===== src/rtl/wb_regfile_if.sv =====
// Writeback-stage bus for the register file: MEM/WB inputs, read ports, status.
interface wb_regfile_if #(
    parameter int DATA_W = 16
);
    logic [DATA_W-1:0] memoryOut_MW;
    logic [DATA_W-1:0] ALUOut_MW;
    logic [DATA_W-1:0] PC2_MW;
    logic              compareResult_MW;
    logic [1:0]        regWriteDataSel_MW;
    logic              regWriteEnable_MW;
    logic [2:0]        regWriteNum_MW;
    logic              halt_MW;
    logic [2:0]        readReg1Num;
    logic [2:0]        readReg2Num;
    logic [DATA_W-1:0] readData1;
    logic [DATA_W-1:0] readData2;
    logic [DATA_W-1:0] writeData_WB;
    logic              halted;
    logic [15:0]       retireCount;

    // The pipeline drives writeback requests and read addresses.
    modport master (
        output memoryOut_MW, ALUOut_MW, PC2_MW, compareResult_MW,
               regWriteDataSel_MW, regWriteEnable_MW, regWriteNum_MW, halt_MW,
               readReg1Num, readReg2Num,
        input  readData1, readData2, writeData_WB, halted, retireCount
    );

    // The register file consumes requests and returns data and status.
    modport slave (
        input  memoryOut_MW, ALUOut_MW, PC2_MW, compareResult_MW,
               regWriteDataSel_MW, regWriteEnable_MW, regWriteNum_MW, halt_MW,
               readReg1Num, readReg2Num,
        output readData1, readData2, writeData_WB, halted, retireCount
    );
endinterface


===== src/rtl/wb_regfile.sv =====
// Writeback-stage register file: source mux, two bypassed read ports,
// sticky halt FSM and a saturating retired-write counter.
module wb_regfile #(
    parameter int DATA_W   = 16,
    parameter int NUM_REGS = 8
) (
    input logic         clk,
    input logic         rst,
    wb_regfile_if.slave bus
);

    typedef enum logic {
        RUN    = 1'b0,
        HALTED = 1'b1
    } state_t;

    state_t            state;
    logic [DATA_W-1:0] regs [NUM_REGS];
    logic [DATA_W-1:0] write_data;
    logic [DATA_W-1:0] read_data1;
    logic [DATA_W-1:0] read_data2;
    logic [15:0]       retire_count;
    logic              is_halted;
    logic              wen_eff;
    logic              bypass1;
    logic              bypass2;

    assign is_halted = (state == HALTED);

    // A halt in writeback, or an already halted core, suppresses the write.
    assign wen_eff = bus.regWriteEnable_MW & ~is_halted & ~bus.halt_MW;

    // Select the writeback value from the four pipeline sources.
    always_comb begin
        write_data = '0;
        unique case (bus.regWriteDataSel_MW)
            2'b00:   write_data = bus.memoryOut_MW;
            2'b01:   write_data = bus.ALUOut_MW;
            2'b10:   write_data = bus.PC2_MW;
            default: write_data = {{(DATA_W-1){1'b0}}, bus.compareResult_MW};
        endcase
    end

    // Register array; R0 is an ordinary register, every entry clears on reset.
    always_ff @(posedge clk or negedge rst) begin
        if (!rst) begin
            for (int i = 0; i < NUM_REGS; i++) begin
                regs[i] <= '0;
            end
        end else if (wen_eff) begin
            regs[bus.regWriteNum_MW] <= write_data;
        end
    end

    // Count committed writes, sticking at all-ones instead of wrapping.
    always_ff @(posedge clk or negedge rst) begin
        if (!rst) begin
            retire_count <= '0;
        end else if (wen_eff && (retire_count != 16'hFFFF)) begin
            retire_count <= retire_count + 16'd1;
        end
    end

    // Halt FSM: once HALTED only a reset brings the core back to RUN.
    always_ff @(posedge clk or negedge rst) begin
        if (!rst) begin
            state <= RUN;
        end else begin
            case (state)
                RUN:     if (bus.halt_MW) state <= HALTED;
                HALTED:  state <= HALTED;
                default: state <= RUN;
            endcase
        end
    end

    // Read ports see a same-cycle write before it lands in the array.
    always_comb begin
        bypass1    = wen_eff && (bus.readReg1Num == bus.regWriteNum_MW);
        bypass2    = wen_eff && (bus.readReg2Num == bus.regWriteNum_MW);
        read_data1 = bypass1 ? write_data : regs[bus.readReg1Num];
        read_data2 = bypass2 ? write_data : regs[bus.readReg2Num];
    end

    assign bus.readData1    = read_data1;
    assign bus.readData2    = read_data2;
    assign bus.writeData_WB = write_data;
    assign bus.halted       = is_halted;
    assign bus.retireCount  = retire_count;

endmodule


===== src/flat_wrapper.sv =====
// flat-port wrapper written by rule: the top's interface ports become plain ports
module wb_regfile_flat 
#(
    parameter int DATA_W   = 16,
    parameter int NUM_REGS = 8
)
  (clk, rst, bus_memoryOut_MW, bus_ALUOut_MW, bus_PC2_MW, bus_compareResult_MW, bus_regWriteDataSel_MW, bus_regWriteEnable_MW, bus_regWriteNum_MW, bus_halt_MW, bus_readReg1Num, bus_readReg2Num, bus_readData1, bus_readData2, bus_writeData_WB, bus_halted, bus_retireCount);
  wb_regfile_if #(.DATA_W(DATA_W)) bus_i ();
  input logic clk;
  input logic rst;
  input wire logic [$bits(bus_i.memoryOut_MW)-1:0] bus_memoryOut_MW;
  input wire logic [$bits(bus_i.ALUOut_MW)-1:0] bus_ALUOut_MW;
  input wire logic [$bits(bus_i.PC2_MW)-1:0] bus_PC2_MW;
  input wire logic [$bits(bus_i.compareResult_MW)-1:0] bus_compareResult_MW;
  input wire logic [$bits(bus_i.regWriteDataSel_MW)-1:0] bus_regWriteDataSel_MW;
  input wire logic [$bits(bus_i.regWriteEnable_MW)-1:0] bus_regWriteEnable_MW;
  input wire logic [$bits(bus_i.regWriteNum_MW)-1:0] bus_regWriteNum_MW;
  input wire logic [$bits(bus_i.halt_MW)-1:0] bus_halt_MW;
  input wire logic [$bits(bus_i.readReg1Num)-1:0] bus_readReg1Num;
  input wire logic [$bits(bus_i.readReg2Num)-1:0] bus_readReg2Num;
  output wire logic [$bits(bus_i.readData1)-1:0] bus_readData1;
  output wire logic [$bits(bus_i.readData2)-1:0] bus_readData2;
  output wire logic [$bits(bus_i.writeData_WB)-1:0] bus_writeData_WB;
  output wire logic [$bits(bus_i.halted)-1:0] bus_halted;
  output wire logic [$bits(bus_i.retireCount)-1:0] bus_retireCount;
  assign bus_i.memoryOut_MW = bus_memoryOut_MW;
  assign bus_i.ALUOut_MW = bus_ALUOut_MW;
  assign bus_i.PC2_MW = bus_PC2_MW;
  assign bus_i.compareResult_MW = bus_compareResult_MW;
  assign bus_i.regWriteDataSel_MW = bus_regWriteDataSel_MW;
  assign bus_i.regWriteEnable_MW = bus_regWriteEnable_MW;
  assign bus_i.regWriteNum_MW = bus_regWriteNum_MW;
  assign bus_i.halt_MW = bus_halt_MW;
  assign bus_i.readReg1Num = bus_readReg1Num;
  assign bus_i.readReg2Num = bus_readReg2Num;
  assign bus_readData1 = bus_i.readData1;
  assign bus_readData2 = bus_i.readData2;
  assign bus_writeData_WB = bus_i.writeData_WB;
  assign bus_halted = bus_i.halted;
  assign bus_retireCount = bus_i.retireCount;
  wb_regfile #(.DATA_W(DATA_W), .NUM_REGS(NUM_REGS)) u_core (.clk(clk), .rst(rst), .bus(bus_i));
endmodule

===== config.mk =====
export PLATFORM = sky130hd
export DESIGN_NAME = wb_regfile_flat
export DESIGN_NICKNAME = d
export VERILOG_FILES = /design/src/rtl/wb_regfile_if.sv /design/src/rtl/wb_regfile.sv /design/src/flat_wrapper.sv
export SDC_FILE = /design/constraint.sdc
export NUM_CORES = 1
export LEC_CHECK = 0
export CAP_MARGIN = 20
export CORE_MARGIN = 4
export CORE_UTILIZATION = 50
export CTS_BUF_LIST = sky130_fd_sc_hd__clkbuf_8 sky130_fd_sc_hd__clkbuf_16
export DETAILED_ROUTE_END_ITERATION = 6
export HOLD_SLACK_MARGIN = 0.06
export MAX_ROUTING_LAYER = met4
export PLACE_DENSITY = 0.89
export SYNTH_ARGS = -nofsm -noshare
export SYNTH_HDL_FRONTEND = slang
export SYNTH_SLANG_ARGS = --single-unit

===== constraint.sdc =====
create_clock -name clk -period 1.7 [get_ports clk]
set_input_delay 0.17 -clock clk [delete_from_list [all_inputs] [get_ports clk]]
set_output_delay 0.17 -clock clk [all_outputs]
set_load 0.01 [all_outputs]

==> impl_metrics.tcl, run 1 <==
set metrics [dict create \
    ys_ff_latch 145 \
    cts_tree "yes" \
    power.leakage_nw 5.90 \
    clock_latency_ns 0.44 \
    clock_skew_ns 0.0113 \
    ios 129 \
    max_freq_ghz 0.402 \
    synth-compound-area-share_pct 10.9 \
    drt-total-wl_um 40200 \
    worstPathArrival_ns 2.75 \
    grt_usage_pct 35.5 \
    antenna_found_initial 1 \
    yosys.area_share.adder_pct 0.149 \
    synth_ff_type "dfrtp_1" \
    drive_above_1_share_pct 51.0 \
    violations "design-rule violations, negative setup slack" \
    gp_congestion 0.874 \
    synthArstFlopShare_pct 100 \
    yosysSeqAreaShare_pct 43.2 \
    slew_headroom_pct 59.0 \
    die_area_um2 18900 \
    dp_slack_ns -1.09 \
    worst-r2r-cell-count 9 \
    chipWidth_um 138 \
    drv_slew 0 \
    nFillCells 868 \
    grt_pass1_vias 8461 \
    tightest_slew_ns 0.615 \
    synth_cell_types 40 \
    synth-edff-count 0 \
    grt_pass1_wl_um 48100 \
    utilization_pct 77.8 \
    dieHeight_um 138 \
    synth_nets 832 \
    muxShareOfSynthArea_pct 26.8 \
    end_kind "flip-flop" \
    h-tree-depth 4 \
    finalCriticalPeriod_ns 2.49 \
    row_count 47 \
    syn_area_um2 8390 \
    crit_end "u_core.regs[43]$_DFFE_PN0P_" \
    finalCritPeriodShare_pct 146 \
    hold_class "in2async" \
    cts.sinks 145 \
    yosys.area_share.simple_pct 11.1 \
    initial_core_util_pct 50.8 \
    p_total_mw 9.23 \
    numCtsBuffers 17 \
    coreArea_um2 16500 \
    wl_per_cell_um 32.0 \
    start_kind "flip-flop" \
    cap_violations 0 \
    hold_viol 0 \
    syn_to_final_growth_pct 53.3 \
    dpl_cell_area_um2 10500 \
    avgSynthCellArea_um2 10.9 \
    outcome "complete, but fails checks" \
    nets 1089 \
    grt_max_degree 42 \
    first_iter_violations 1499 \
    rsz0062_at_grt "yes" \
    via_count 8999 \
    grt_overflow 0 \
    clock_path_buffers 2 \
    crit_required_ns 1.97 \
    tns_ns -29.33 \
    reg2reg_slack_ns -0.79 \
    path_clk_slew_ns 0.07 \
    r2r-end "u_core.regs[43]$_DFFE_PN0P_" \
    synth_top_family_by_area "multiplexers" \
    finalSetupViolations 144 \
    synthCells 767 \
    vdd_ir_drop_max_uv 830 \
    drc 7 \
    mostFrequentLayoutCell "dfrtp_1" \
    criticalPathCategory "reg2reg" \
    crit_fanout 6 \
    final_cell_area_um2 12900 \
    synth-xor-area-share_pct 2.09 \
    viasPerCell 7.15 \
    io_buffers 128 \
    powerDensity_nw_per_um2 717 \
    root_buffer "clkbuf_16" \
    yosys_warnings 0 \
    dpl.hpwl_um 17500 \
    most-common-layout-cells "dfrtp_1, buf_4, nand2_1, clkdlybuf4s50_1, mux4_2" \
    dr.pass1.iters 7 \
    crit-reg2reg-launch "u_core.bus.halted$_DFF_PN0_" \
    ant_nets 0 \
    worst_slack_ns -0.786 \
    cp-startpoint "u_core.bus.halted$_DFF_PN0_" \
]
## through the flow
| stage | instances | hold slack (ns) |
|---|---|---|
| 2_1_floorplan | 767 | -0.126 |
| 3_3_place_gp | 1139 | 0.0625 |
| 3_5_place_dp | 1139 | 0.0639 |
| 4_1_cts | 1237 | 0.184 |
| 5_1_grt | 1258 | 0.219 |
| 6_report | 1258 | 0.175 |
## power by group
| part | internal (mW) | switching [mW] | leakage, nW |
|---|---|---|---|
| clock network | 2.51 | 1.56 | 0.309 |
| logic | 0.746 | 0.795 | 3.60 |
| registers | 3.53 | 0.0940 | 2.00 |
## sequential cells by signal, indices dropped and copies added (netlist names)
| name | count |
|---|---|
| u_core.bus.halted | 1 |
| u_core.bus.retireCount | 16 |
| u_core.regs | 128 |
## cells by family (layout without fill, tap and decap cells)
kind of cell / Yosys count / in the layout
AND/OR/NAND/NOR: 212 / 212
other: 0 / 1
buffers and inverters: 91 / 361
AO/OA/AOI/OAI: 177 / 177
multiplexers: 121 / 121
adder cells (fa/ha/maj): 1 / 1
flip-flops: 145 / 145
XOR/XNOR: 20 / 20
## repair_timing
item                       4_1_cts  5_1_grt
resized for setup              310      279
pin swaps                       18       27
hold endpoints to repair       145        0
hold buffers                     1        0
cloned                           8       11
setup endpoints to repair      111      175
setup buffers                   58       14
## how the worst min path moves through the flow
stage                                    to  slack, ns  cells past startpoint
2_1_floorplan   u_core.bus.halted$_DFF_PN0_      -0.13                      0
3_3_place_gp   u_core.regs[108]$_DFFE_PN0P_       0.06                      1
3_5_place_dp    u_core.regs[44]$_DFFE_PN0P_       0.06                      1
4_1_cts         u_core.regs[28]$_DFFE_PN0P_       0.18                      2
5_1_grt         u_core.regs[28]$_DFFE_PN0P_       0.22                      2
6_report        u_core.regs[44]$_DFFE_PN0P_       0.17                      2
## area by class of cell
class                   count  area [um2]  area share (%)
multi-input cells         531        5050            39.2
flip-flops and latches    145        3630            28.2
repair buffers            312        3220            25.0
clock buffers              19         453            3.52
well taps                 220         275            2.14
clock inverters            13         169            1.31
inverters                  17        63.8           0.496
diodes                      1        2.50          0.0195
## worst max-delay path, cell delays in order, from the launching register on
cell and delay [ns]:
dfrtp_1 0.40, buf_4 0.14, buf_6 0.11, or3b_4 0.44, buf_6 0.14, nor3_4 0.21
buf_6 0.18, buf_8 0.13, nor2_1 0.06, a21oi_1 0.49
## cells in the mapped netlist, types with 8 or more instances
master	count	area, um2
dfrtp_1	145	3630
nand2_1	129	484
o21ai_0	90	450
a21oi_1	51	255
nor2_1	49	184
mux4_1	46	1210
mux2_2	38	428
clkbuf_1	34	128
buf_2	30	150
o21ai_1	30	150
mux4_2	19	428
inv_1	17	63.8
mux2i_1	17	170
xor2_1	12	105
nand3_1	8	40.0
xnor2_1	8	70.1
## per-layer routing
metal  vias up  part of all wire, %  wire length, um  track usage [%]
met3       452                   13             5360             9.42
met4         0                   11             4380             19.0
met1      4240                   31            12400             40.3
li1       3270                    -                -                -
met5         -                    0                0                -
met2      1037                   45            18100             57.6
Note: power is estimated with default switching activity, not from simulation.
==> run 2: changes to the inputs <==
--- a/config.mk
+++ b/config.mk
@@ -12,7 +12,7 @@
 export DETAILED_ROUTE_END_ITERATION = 6
 export HOLD_SLACK_MARGIN = 0.06
 export MAX_ROUTING_LAYER = met4
-export PLACE_DENSITY = 0.89
+export PLACE_DENSITY = 0.78
 export SYNTH_ARGS = -nofsm -noshare
 export SYNTH_HDL_FRONTEND = slang
 export SYNTH_SLANG_ARGS = --single-unit
==> run 2 against run 1 <==
Compared with the run above:
- the flow finishes with violations (negative setup slack)
- critical endpoint is now bus_readData1[3]
- hold slack better by 0.065 ns
- clock skew about the same
- power down 1.9%
==> impl_metrics.tcl, run 2 (synthesis gave the netlist of run 1 again) <==
set metrics [dict create \
    antenna_found_initial 0 \
    dp_slack_ns -0.660 \
    grt_usage_pct 31.5 \
    path_clk_slew_ns 0.07 \
    grt_overflow 0 \
    worst_slack_ns -0.502 \
    end_kind "output port" \
    violations "negative setup slack" \
    grt_max_degree 46 \
    finalCriticalPeriod_ns 2.20 \
    post-place-cells 1152 \
    nets 1062 \
    powerDensity_nw_per_um2 756 \
    drc 0 \
    viasPerCell 6.20 \
    p_total_mw 9.05 \
    cts_tree "yes" \
    multiInputGateArea_um2 4550 \
    numCtsBuffers 17 \
    die_area_um2 18900 \
    row_count 47 \
    worstPathArrival_ns 2.03 \
    clock_path_buffers 2 \
    h-tree-depth 4 \
    dr.pass1.iters 5 \
    grt_pass1_wl_um 43200 \
    reg2reg_slack_ns -0.17 \
    tns_ns -14.53 \
    crit_required_ns 1.53 \
    ios 129 \
    most-common-layout-cells "dfrtp_1, buf_4, nand2_1, o21ai_0, clkdlybuf4s50_1" \
    final_cells 1230 \
    ant_nets 0 \
    finalSetupViolations 57 \
    power.leakage_nw 5.66 \
    cts.sinks 145 \
    dieHeight_um 138 \
    outcome "complete, but fails checks" \
    root_buffer "clkbuf_16" \
    drt-total-wl_um 29100 \
    mostFrequentLayoutCell "dfrtp_1" \
    largest_register_ffs 128 \
    coreArea_um2 16500 \
    initial_core_util_pct 50.8 \
    max_freq_ghz 0.454 \
    crit-reg2reg-launch "u_core.bus.halted$_DFF_PN0_" \
    vdd_ir_drop_max_uv 748 \
    drv_slew 0 \
    grt_pass1_vias 7789 \
    io_buffers 128 \
    syn_to_final_growth_pct 42.7 \
    hold_class "in2async" \
    clock_latency_ns 0.43 \
    dpl.hpwl_um 16700 \
    chipWidth_um 138 \
    clock_skew_ns 0.0117 \
    via_count 7624 \
    seq_area_um2 3630 \
    finalCritPeriodShare_pct 130 \
    nFillCells 1031 \
    crit_fanout 8 \
    first_iter_violations 953 \
    start_kind "flip-flop" \
    cap_violations 0 \
    largest-register "u_core.regs" \
    hold_viol 0 \
    slew_headroom_pct 70.3 \
    cp-startpoint "u_core.bus.halted$_DFF_PN0_" \
    drive_above_1_share_pct 39.1 \
    gp_congestion 0.843 \
    tightest_slew_ns 0.446 \
    criticalPathCategory "reg2out" \
    wl_per_cell_um 23.7 \
    diodes 0 \
    rsz0062_at_grt "yes" \
]
-- run 2: final cells by class --
class	count	share of cell area (%)
clock buffers	19	3.78
clock inverters	13	1.60
inverters	17	0.533
multi-input cells	531	38.0
flip-flops and latches	145	30.3
well taps	220	2.30
repair buffers	285	23.5
-- run 2: final timing paths --
check	end	cells after the start
setup / recovery	bus_readData1[3]	9
hold / removal	u_core.regs[109]$_DFFE_PN0P_	2
setup reg to reg	u_core.regs[15]$_DFFE_PN0P_	7
hold reg to reg	u_core.bus.retireCount[5]$_DFFE_PN0P_	1
max in group asynchronous	u_core.bus.retireCount[6]$_DFFE_PN0P_	3
min in group clk	u_core.bus.halted$_DFF_PN0_	2
-- run 2: routing by layer --
layer | wire, um | share of wire [%] | up-vias | GRT usage, %
met3 | 2930 | 10 | 117 | 9.13
met2 | 14600 | 50 | 528 | 50.2
met5 | 0 | 0 | - | -
met4 | 1230 | 4.2 | 0 | 14.9
li1 | - | - | 3205 | -
met1 | 10400 | 36 | 3774 | 37.0
-- run 2: through the flow --
stage	utilization, %	hold WS [ns]	instance area [um2]
after CTS	70.5	0.244	11600
after global routing	72.5	0.270	12000
final	72.5	0.240	12000
after global placement	64.3	0.131	10600
after detailed placement	64.3	0.131	10600
after floorplan	-	-0.126	8390
-- run 2: what timing repair did --
action	in CTS	in global routing
gates resized for setup	277	55
pin swaps	28	6
hold buffers	1	0
endpoints found under the setup margin	83	129
buffers inserted	37	3
gates cloned	5	3
hold endpoints to repair	42	0
-- run 2: worst max-delay path, stage by stage (launching register included) --
cell and delay (ns):
dfrtp_1 0.41, nor3b_2 0.17, buf_4 0.15, nand4_1 0.15, buf_6 0.19, buf_12 0.15
buf_12 0.14, nand2_2 0.06, o21ai_2 0.05, buf_2 0.13
-- run 2: where the power goes --
part | internal, mW | switching, mW | total, mW
combinational | 0.687 | 0.632 | 1.32
clock | 2.66 | 1.48 | 4.14
sequential | 3.53 | 0.0713 | 3.60
==> run 3: changes to the inputs <==
--- a/config.mk
+++ b/config.mk
@@ -13,6 +13,7 @@
 export HOLD_SLACK_MARGIN = 0.06
 export MAX_ROUTING_LAYER = met4
 export PLACE_DENSITY = 0.78
+export SKIP_CTS_REPAIR_TIMING = 1
 export SYNTH_ARGS = -nofsm -noshare
 export SYNTH_HDL_FRONTEND = slang
 export SYNTH_SLANG_ARGS = --single-unit
==> run 3 against run 2 <==
Compared with the run above:
- the flow still finishes with violations (negative setup slack)
- clock power barely moved
- register-to-register slack lost 0.10 ns
- via count fell by 4.7%
- sequential cell count did not move
- cell area fell by 0.66%
- sequential share of layout area is 0.20 points higher
- final cell count decreased by 0.49%
- global-route usage down 4.2 points
- hold slack improved by 0.0056 ns
- clock-buffer cell count did not move
- wire length down 9.6%
- largest cell class unchanged
- highest routed layer unchanged
==> impl_metrics.tcl, run 3 (synthesis gave the netlist of run 1 again) <==
set metrics [dict create \
    crit_required_ns 1.53 \
    io_buffers 128 \
    tightest_slew_ns 0.456 \
    hold_class "in2async" \
    mostFrequentLayoutCell "dfrtp_1" \
    nFillCells 1086 \
    grt_pass1_wl_um 37900 \
    viasPerCell 5.94 \
    largest_register_ffs 128 \
    outcome "complete, but fails checks" \
    dr.pass1.iters 5 \
    seq_area_um2 3630 \
    dieHeight_um 138 \
    wl_per_cell_um 21.5 \
    largest-register "u_core.regs" \
    worstPathArrival_ns 1.99 \
    crit-reg2reg-launch "u_core.bus.halted$_DFF_PN0_" \
    cp_num_buf_inv 5 \
    crit_fanout 7 \
    numCtsBuffers 17 \
    drc 0 \
    finalCriticalPeriod_ns 2.16 \
    hold_viol 0 \
    initial_core_util_pct 50.8 \
    cpMostUsedCell "buf_12" \
    drive_above_1_share_pct 36.8 \
    grt_overflow 0 \
    critPathMaxStageDelay_ns 0.39 \
    cts_tree "yes" \
    power.leakage_nw 5.82 \
    start_kind "flip-flop" \
    ios 129 \
    die_area_um2 18900 \
    critPathTopFamily "buffers and inverters" \
    critical-path-slowest-cell "dfrtp_1" \
    grt_usage_pct 27.3 \
    rsz0062_at_grt "yes" \
    root_buffer "clkbuf_16" \
    via_count 7269 \
    cap_violations 0 \
    worst_slack_ns -0.460 \
    clock_latency_ns 0.42 \
    vdd_ir_drop_max_uv 733 \
    dp_slack_ns -0.660 \
    diodes 0 \
    worstPathCellList "nor3b_2 > buf_4 > nand4_1 > buf_6 > buf_12 > buf_12 > nand2_1 > o21ai_2 > buf_2" \
    cp-startpoint "u_core.bus.halted$_DFF_PN0_" \
    drv_slew 0 \
    crit_end "bus_readData1[3]" \
    syn_to_final_growth_pct 41.8 \
    dpl.hpwl_um 16700 \
    multiInputGateArea_um2 4570 \
    crit_cells 9 \
    drt-total-wl_um 26300 \
    gp_congestion 0.843 \
    cts.sinks 145 \
    clock_path_buffers 2 \
    finalSetupViolations 65 \
    first_iter_violations 787 \
    criticalPathCategory "reg2out" \
    most-common-layout-cells "dfrtp_1, buf_4, nand2_1, o21ai_0, clkdlybuf4s50_1" \
    slew_headroom_pct 69.6 \
    finalCritPeriodShare_pct 127 \
    coreArea_um2 16500 \
    path_clk_slew_ns 0.06 \
    final_cells 1224 \
    r2r-end "u_core.regs[45]$_DFFE_PN0P_" \
    powerDensity_nw_per_um2 755 \
    worst_hold_slack_ns 0.245 \
    end_kind "output port" \
    nets 1056 \
    grt_pass1_vias 6999 \
    worst-r2r-cell-count 7 \
    grt_max_degree 46 \
    row_count 47 \
    h-tree-depth 4 \
    max_freq_ghz 0.463 \
    reg2reg_slack_ns -0.27 \
    violations "negative setup slack" \
    chipWidth_um 138 \
    antenna_found_initial 0 \
    post-place-cells 1152 \
    ant_nets 0 \
    clock_skew_ns 0.00519 \
]
[run 3: changes by cell type in the layout (fill, tap and decap cells not counted), moves of 15 or more]
| cell | delta |
|---|---|
| mux2_2 | +16 |
| dlymetal6s2s_1 | +16 |
| mux4_1 | +20 |
| mux2_4 | -16 |
| mux4_2 | -20 |
| dlygate4sd2_1 | -15 |
[run 3: layout make-up]
cell class / instances / share of cell area [%]
Clock buffer: 19 / 3.81
Clock inverter: 13 / 1.61
Inverter: 17 / 0.537
Multi-Input combinational cell: 531 / 38.4
Sequential cell: 145 / 30.5
Tap cell: 220 / 2.31
Timing Repair Buffer: 279 / 22.8
[run 3: power by group]
group | switching (mW) | internal [mW]
Sequential | 0.0634 | 3.53
Combinational | 0.597 | 0.678
Clock | 1.46 | 2.66
[run 3: how the worst min path moves through the flow]
| stage | start | end | slack [ns] |
|---|---|---|---|
| finish | rst | u_core.regs[109]$_DFFE_PN0P_ | 0.25 |
| global route | rst | u_core.regs[109]$_DFFE_PN0P_ | 0.27 |
| CTS | rst | u_core.regs[109]$_DFFE_PN0P_ | -0.32 |
| detailed placement | rst | u_core.regs[109]$_DFFE_PN0P_ | 0.13 |
| global placement | rst | u_core.regs[109]$_DFFE_PN0P_ | 0.13 |
| floorplan | rst | u_core.bus.halted$_DFF_PN0_ | -0.13 |
[run 3: per-stage QoR]
stage	utilization, %	total power, mW	cell area [um2]	setup TNS (ns)
6_report	72.0	8.98	11900	-17.46
5_1_grt	72.0	9.28	11900	-22.71
4_1_cts	68.2	8.91	11300	-37.27
3_5_place_dp	64.3	4.82	10600	-52.99
3_3_place_gp	64.3	4.80	10600	-48.69
2_1_floorplan	-	4.16	8390	0
[run 3: per-layer routing]
metal	wire length, um	share of wire (%)	up-vias	GRT usage [%]
met5	0	0	-	-
met3	2180	8.3	62	5.66
met2	13400	51	381	44.4
met1	9880	38	3620	34.4
met4	810	3.1	0	9.42
li1	-	-	3206	-
